$ cat src/rtl/gpio_pkg.sv
// Shared types and sizing helpers for the GPIO output hold port.
package gpio_pkg;

  typedef enum logic [1:0] {
    PIN_IDLE = 2'd0,
    PIN_HOLD = 2'd1,
    PIN_PEND = 2'd2
  } pin_state_t;

  // Clock cycles a pin must hold a new level; 0 means the hold is bypassed.
  function automatic int unsigned hold_cycles(input int unsigned freq_hz,
                                               input int unsigned hold_ms);
    return (freq_hz / 32'd1000) * hold_ms;
  endfunction

  function automatic int unsigned cnt_width(input int unsigned cycles);
    return (cycles < 32'd1) ? 32'd1 : $clog2(cycles + 32'd1);
  endfunction

endpackage

$ cat src/rtl/gpio_hold_pin.sv
// Single-pin output hold filter: every applied edge persists for HOLD_CYCLES
// clocks, and requests made during the hold coalesce to the latest value.
module gpio_hold_pin
  import gpio_pkg::*;
#(
  parameter int unsigned HOLD_CYCLES = 1000,
  parameter logic        RESET_BIT   = 1'b0
) (
  input  logic       clk,
  input  logic       reset_n,
  input  logic       req_i,
  output logic       pin_o,
  output logic       busy_o,
  output logic       pend_o,
  output pin_state_t state_o
);

  localparam int unsigned   CW       = cnt_width(HOLD_CYCLES);
  localparam logic [CW-1:0] CNT_LOAD = CW'(HOLD_CYCLES - 32'd1);
  localparam logic [CW-1:0] CNT_ONE  = CW'(1);

  logic          pin_q;
  logic [CW-1:0] cnt_q;
  pin_state_t    state_q;
  logic          busy_q;
  logic          pend_q;

  always_ff @(posedge clk or negedge reset_n) begin
    if (!reset_n) begin
      pin_q   <= RESET_BIT;
      cnt_q   <= '0;
      state_q <= PIN_IDLE;
      busy_q  <= 1'b0;
      pend_q  <= 1'b0;
    end else begin
      case (state_q)
        PIN_IDLE: begin
          if (req_i != pin_q) begin
            pin_q   <= req_i;
            cnt_q   <= CNT_LOAD;
            state_q <= PIN_HOLD;
            busy_q  <= 1'b1;
            pend_q  <= 1'b0;
          end
        end
        PIN_HOLD: begin
          if (cnt_q == '0) begin
            state_q <= PIN_IDLE;
            busy_q  <= 1'b0;
            pend_q  <= 1'b0;
          end else begin
            cnt_q <= cnt_q - CNT_ONE;
            if (req_i != pin_q) begin
              state_q <= PIN_PEND;
              pend_q  <= 1'b1;
            end
          end
        end
        PIN_PEND: begin
          // Latest request wins; a request that bounced back is dropped.
          if (cnt_q == '0) begin
            if (req_i != pin_q) begin
              pin_q   <= req_i;
              cnt_q   <= CNT_LOAD;
              state_q <= PIN_HOLD;
              pend_q  <= 1'b0;
            end else begin
              state_q <= PIN_IDLE;
              busy_q  <= 1'b0;
              pend_q  <= 1'b0;
            end
          end else begin
            cnt_q <= cnt_q - CNT_ONE;
          end
        end
        default: begin
          state_q <= PIN_IDLE;
          busy_q  <= 1'b0;
          pend_q  <= 1'b0;
        end
      endcase
    end
  end

  assign pin_o   = pin_q;
  assign busy_o  = busy_q;
  assign pend_o  = pend_q;
  assign state_o = state_q;

endmodule

$ cat src/rtl/gpio_hold_port.sv
// GPIO output conditioning between the register block and the pad buffers.
// Define GPIO_HOLD_STATUS_EN to add the hold_busy / hold_pend status outputs.
module gpio_hold_port
  import gpio_pkg::*;
#(
  parameter int unsigned         C_FREQ_CLK_HZ = 100000000,
  parameter int unsigned         C_DWIDTH      = 32,
  parameter int unsigned         C_TRIMODE     = 1,
  parameter int unsigned         C_HOLD_TIME   = 12,
  parameter logic [C_DWIDTH-1:0] C_RESET_VALUE = '0
) (
  input  logic                clk,
  input  logic                reset_n,
  input  logic [C_DWIDTH-1:0] l_gpio_o,
  input  logic [C_DWIDTH-1:0] l_gpio_t,
  output logic [C_DWIDTH-1:0] r_gpio_o,
  output logic [C_DWIDTH-1:0] r_gpio_t
`ifdef GPIO_HOLD_STATUS_EN
  ,
  output logic [C_DWIDTH-1:0] hold_busy,
  output logic [C_DWIDTH-1:0] hold_pend
`endif
);

  localparam int unsigned HOLD_CYCLES = hold_cycles(C_FREQ_CLK_HZ, C_HOLD_TIME);

  generate
    if (C_TRIMODE == 0) begin : g_input_only
      assign r_gpio_o = '0;
      assign r_gpio_t = '1;
`ifdef GPIO_HOLD_STATUS_EN
      assign hold_busy = '0;
      assign hold_pend = '0;
`endif
      logic unused_inputs;
      assign unused_inputs = ^{clk, reset_n, l_gpio_o, l_gpio_t};
    end else begin : g_bidir
      // Tristate enables are registered only; the hold keeps running underneath.
      logic [C_DWIDTH-1:0] t_q;
      always_ff @(posedge clk or negedge reset_n) begin
        if (!reset_n) t_q <= '1;
        else          t_q <= l_gpio_t;
      end
      assign r_gpio_t = t_q;

      if (HOLD_CYCLES == 0) begin : g_bypass
        logic [C_DWIDTH-1:0] o_q;
        always_ff @(posedge clk or negedge reset_n) begin
          if (!reset_n) o_q <= C_RESET_VALUE;
          else          o_q <= l_gpio_o;
        end
        assign r_gpio_o = o_q;
`ifdef GPIO_HOLD_STATUS_EN
        assign hold_busy = '0;
        assign hold_pend = '0;
`endif
      end else begin : g_hold
        for (genvar i = 0; i < int'(C_DWIDTH); i++) begin : g_pin
          logic       pin;
          logic       busy;
          logic       pend;
          pin_state_t st;

          gpio_hold_pin #(
            .HOLD_CYCLES (HOLD_CYCLES),
            .RESET_BIT   (C_RESET_VALUE[i])
          ) u_pin (
            .clk     (clk),
            .reset_n (reset_n),
            .req_i   (l_gpio_o[i]),
            .pin_o   (pin),
            .busy_o  (busy),
            .pend_o  (pend),
            .state_o (st)
          );

          assign r_gpio_o[i] = pin;
`ifdef GPIO_HOLD_STATUS_EN
          assign hold_busy[i] = busy;
          assign hold_pend[i] = pend;
          logic unused_state;
          assign unused_state = ^st;
`else
          logic unused_status;
          assign unused_status = ^{st, busy, pend};
`endif
        end
      end
    end
  endgenerate

endmodule

$ cat config.mk
export PLATFORM = sky130hd
export DESIGN_NAME = gpio_hold_port
export DESIGN_NICKNAME = d
export VERILOG_FILES = /design/src/rtl/gpio_pkg.sv /design/src/rtl/gpio_hold_pin.sv /design/src/rtl/gpio_hold_port.sv
export SDC_FILE = /design/constraint.sdc
export NUM_CORES = 2
export LEC_CHECK = 0
export BUFFER_PORTS_ARGS = -buffer_cell sky130_fd_sc_hd__buf_2
export CAP_MARGIN = 30
export CORE_MARGIN = 8
export CORE_UTILIZATION = 55
export DETAILED_ROUTE_END_ITERATION = 10
export PLACE_DENSITY_LB_ADDON = 0.2
export SYNTH_ARGS = -nofsm -noshare
export SYNTH_HDL_FRONTEND = slang
export SYNTH_SLANG_ARGS = --single-unit
$ cat constraint.sdc
create_clock -name clk -period 4.4 [get_ports clk]
set_input_delay 0.88 -clock clk [delete_from_list [all_inputs] [get_ports clk]]
set_output_delay 0.88 -clock clk [all_outputs]
set_load 0.1 [all_outputs]
==> run_summary.xml <==
<?xml version="1.0" encoding="UTF-8"?>
<metrics>
  <group name="outcome">
    <metric name="status" unit="">completed</metric>
  </group>
  <group name="finish">
    <metric name="final_nets" unit="">6879</metric>
    <metric name="multi_input_area" unit="mm^2">0.0319</metric>
    <metric name="synthToLayoutAreaGrowth" unit="%">9.41</metric>
    <metric name="fillerInstances" unit="">8587</metric>
    <metric name="final-seq-area" unit="mm^2">0.0201</metric>
    <metric name="utilization" unit="%">60.5</metric>
    <metric name="drive_above_1_share" unit="%">8.66</metric>
  </group>
  <group name="detailed_routing">
    <metric name="drtPass1Iterations" unit="">7</metric>
    <metric name="routed_wire_length_per_instance" unit="um">17.6</metric>
    <metric name="finalWirelength" unit="um">141000</metric>
    <metric name="via_per_inst" unit="">6.55</metric>
    <metric name="detail-route-antenna-nets" unit="">0</metric>
    <metric name="route.vias.total" unit="">52350</metric>
    <metric name="detail_route.drc_violations" unit="">0</metric>
    <metric name="drt-initial-drc-count" unit="">5430</metric>
  </group>
  <group name="timing">
    <metric name="maxSlewHeadroom" unit="%">29.4</metric>
    <metric name="period_minus_slack" unit="ns">3.22</metric>
    <metric name="worst_slew_pin_slew" unit="ns">1.06</metric>
    <metric name="clock_tree_skew_after_final_layout" unit="ns">0.0268</metric>
    <metric name="hold_slack" unit="ns">0.257</metric>
    <metric name="setup-violations-final" unit="">0</metric>
    <metric name="grt_setup_unrepaired" unit="">false</metric>
    <metric name="report.final.slew_viol_count" unit="">0</metric>
    <metric name="fmax" unit="MHz">311</metric>
    <metric name="tns" unit="ns">0</metric>
    <metric name="min_period_over_period" unit="%">73.2</metric>
    <metric name="worst_slack" unit="ns">1.18</metric>
    <metric name="timing_hold_violations_final" unit="">0</metric>
  </group>
  <group name="yosys">
    <metric name="synth_sequential_area_ratio" unit="%">37.0</metric>
    <metric name="synth_enable_flop_cells" unit="">0</metric>
    <metric name="post_synth_num_cell_types" unit="">107</metric>
    <metric name="leading_cell_types_by_count_after_synthesis" unit="">dfrtp_1, nor2_1, o21ai_0</metric>
    <metric name="yosys_warnings" unit="">0</metric>
    <metric name="dominantRegCellSynth" unit="">dfrtp_1</metric>
    <metric name="synth.largest_area_cell" unit="">dfrtp_1</metric>
    <metric name="syn_inst" unit="">6610</metric>
    <metric name="syn-mean-instance-area" unit="um^2">8.20</metric>
    <metric name="synth.top_cell.area_share" unit="%">35.4</metric>
    <metric name="asyncSetResetFlopFracSynth" unit="%">100</metric>
    <metric name="syn-cell-area" unit="mm^2">0.0542</metric>
    <metric name="postSynthNetCount" unit="">6868</metric>
    <metric name="ys_top_cells_by_area" unit="">dfrtp_1, o21ai_0, nor2_1, ha_1, a21oi_1</metric>
    <metric name="most_used_standard_cell_by_instance_count_after_synthesis" unit="">dfrtp_1</metric>
    <metric name="ys_ff_latch" unit="">800</metric>
  </group>
  <group name="floorplanning">
    <metric name="die-height" unit="um">330</metric>
    <metric name="ios" unit="">130</metric>
    <metric name="design.core.area" unit="mm^2">0.0980</metric>
    <metric name="placementRows" unit="">115</metric>
    <metric name="die_area" unit="mm^2">0.109</metric>
    <metric name="die_width" unit="um">330</metric>
    <metric name="initial_utilization" unit="%">55.3</metric>
  </group>
  <group name="global_routing">
    <metric name="grt_util_all_layers" unit="%">24.7</metric>
    <metric name="grt_antenna_before_repair" unit="">4</metric>
    <metric name="grt_max_degree" unit="">98</metric>
    <metric name="vias_in_the_first_global_route" unit="">48756</metric>
    <metric name="grt_first_pass_wirelength" unit="um">237000</metric>
    <metric name="total_congestion_overflow" unit="">0</metric>
  </group>
  <group name="power">
    <metric name="static-leakage-power" unit="uW">0.0235</metric>
    <metric name="power_density" unit="mW/mm^2">831</metric>
    <metric name="internal_power" unit="uW">25200</metric>
    <metric name="clock_power_share" unit="%">17.4</metric>
    <metric name="p_seq_share" unit="%">27.4</metric>
    <metric name="power" unit="uW">49300</metric>
    <metric name="power.net_switching" unit="uW">24100</metric>
    <metric name="power_switching_share" unit="%">48.8</metric>
    <metric name="comb_power_share" unit="%">55.2</metric>
    <metric name="max-vdd-ir-drop" unit="mV">0.584</metric>
  </group>
  <group name="clocking">
    <metric name="cts-buffers-inserted" unit="">94</metric>
    <metric name="cts.clk_slew.worst_paths" unit="ns">0.06</metric>
    <metric name="cts_buffer_depth" unit="">3</metric>
    <metric name="clkLatencyLatePin" unit="ns">0.68</metric>
    <metric name="clkSinkCount" unit="">800</metric>
    <metric name="clockRootBuffer" unit="">clkbuf_16</metric>
    <metric name="cts.repair_timing.setup_buffer_count" unit="">0</metric>
    <metric name="cts-htree-levels" unit="">3</metric>
    <metric name="cts_resized" unit="">0</metric>
    <metric name="cts-hold-fix-buffers" unit="">0</metric>
    <metric name="cts_tree" unit="">done</metric>
  </group>
  <group name="setup_path">
    <metric name="timing.reg2reg.setup_slack" unit="ns">1.18</metric>
    <metric name="critical_path.endpoint_type" unit="">flop</metric>
    <metric name="crit_path_end" unit="">g_bidir.g_hold.g_pin[3].u_pin.cnt_q[4]</metric>
    <metric name="maximum_net_fanout_on_the_critical_path" unit="">8</metric>
    <metric name="worst_ep_required_time" unit="ns">4.96</metric>
    <metric name="crit_start" unit="">g_bidir.g_hold.g_pin[3].u_pin.cnt_q[2]</metric>
    <metric name="startpoint_type" unit="">flop</metric>
    <metric name="timing_worst_setup_path_type" unit="">flop to flop</metric>
    <metric name="timing.reg2reg.worst_path_depth" unit="">6</metric>
    <metric name="worst_ep_arrival_time" unit="ns">3.78</metric>
    <metric name="r2r_end" unit="">g_bidir.g_hold.g_pin[3].u_pin.cnt_q[4]</metric>
    <metric name="critical_path.reg2reg.startpoint" unit="">g_bidir.g_hold.g_pin[3].u_pin.cnt_q[2]</metric>
  </group>
  <group name="hold_path">
    <metric name="holdCritPathClass" unit="">input port to async pin</metric>
  </group>
  <group name="placed_design">
    <metric name="hpwl" unit="um">96800</metric>
    <metric name="finalWeightedCongestion" unit="">0.944</metric>
    <metric name="numPortBuffers" unit="">129</metric>
    <metric name="detailedPlace.worstSlack" unit="ns">1.28</metric>
  </group>
  <group name="job">
    <metric name="maxCapViolCount" unit="">0</metric>
  </group>
</metrics>
[power groups by stage]
stage,registers (uW),clock network [uW],logic [uW]
floorplan,12600,0,21100
global placement,13400,0,26100
detailed placement,13500,0,26700
CTS,13400,8800,26800
global route,14000,9060,30100
finish,13500,8580,27200
[registers in the layout, indices dropped and copies added, names as in the netlist]
signal / flops
g_bidir.g_hold.g_pin.u_pin.cnt_q: 672
g_bidir.g_hold.g_pin.u_pin.state_o: 64
r_gpio_t: 32
g_bidir.g_hold.g_pin.u_pin.pin_o: 32
[worst max-delay path, cell delays in order, from the launching register on]
cell and delay [ns]:
dfrtp_1 0.42, nor4_1 0.85, nand4_1 0.38, o31ai_1 0.92, a21oi_1 0.14, o21a_1 0.23, o22a_1 0.17
[metal layers]
| layer | track usage [%] | wire, um |
|---|---|---|
| met1 | 34.7 | 63700 |
| met2 | 39.5 | 64300 |
| met3 | 3.54 | 9130 |
| met4 | 7.69 | 3410 |
| met5 | 0 | 13 |
[through the flow]
| step | cell area (um^2) | cells |
|---|---|---|
| floorplan | 54200 | 6610 |
| global placement | 55900 | 7804 |
| detailed placement | 55900 | 7811 |
| CTS | 59300 | 7984 |
| global route | 59300 | 7987 |
| finish | 59300 | 7989 |
[how the worst min path moves through the flow]
stage,slack [ns],end,cells after the start,from
after floorplan,0.44,g_bidir.g_hold.g_pin[18].u_pin.cnt_q[19],1,g_bidir.g_hold.g_pin[18].u_pin.cnt_q[19]
after global placement,0.45,g_bidir.g_hold.g_pin[7].u_pin.cnt_q[12],1,g_bidir.g_hold.g_pin[7].u_pin.cnt_q[12]
after detailed placement,0.46,g_bidir.g_hold.g_pin[7].u_pin.cnt_q[12],1,g_bidir.g_hold.g_pin[7].u_pin.cnt_q[12]
after CTS,0.25,r_gpio_t[30],1,l_gpio_t[30]
after global routing,0.27,r_gpio_t[12],1,l_gpio_t[12]
final,0.26,g_bidir.g_hold.g_pin[25].u_pin.cnt_q[1],1,reset_n
[cell usage in the layout, fill, tap and decap left out, types with 38 or more instances in the layout]
master,netlist,routed
dfrtp_1,768,768
nor2_1,752,752
o21ai_0,703,703
nand2_1,509,509
a21oi_1,447,447
nor3_1,346,346
inv_1,268,268
nand3_1,217,217
ha_1,192,192
a31oi_1,160,160
nor4_1,154,154
buf_2,20,134
o22ai_1,102,102
or3_1,102,102
clkbuf_16,0,99
o31ai_1,90,90
or4_1,84,84
nand4_1,74,74
o211ai_1,69,69
o21a_1,58,58
mux2i_1,54,54
or2_2,53,53
buf_4,33,53
o41ai_1,50,50
a22o_1,48,48
nor3b_1,44,44
and3_1,44,44
mux2_2,43,43
xnor2_1,39,39
a21o_1,38,38
nor2b_1,38,38
[final cells by class]
type	instances	share of cell area, %
Tap cell	1287	2.71
Inverter	269	1.70
Clock buffer	126	4.55
Timing Repair Buffer	199	2.20
Antenna cell	4	0.0169
Multi-Input combinational cell	5257	53.8
Sequential cell	800	33.8
Clock inverter	47	1.19
[kinds of logic after synthesis]
group | Yosys count | share of synthesized area, %
compound gates | 2274 | 27.2
xor+xnor | 75 | 1.21
fa+ha+maj | 192 | 4.43
buf+inv | 553 | 4.13
flops | 800 | 37.0
mux | 97 | 1.89
simple gates | 2619 | 24.2
Note: power is estimated with default switching activity, not from simulation.
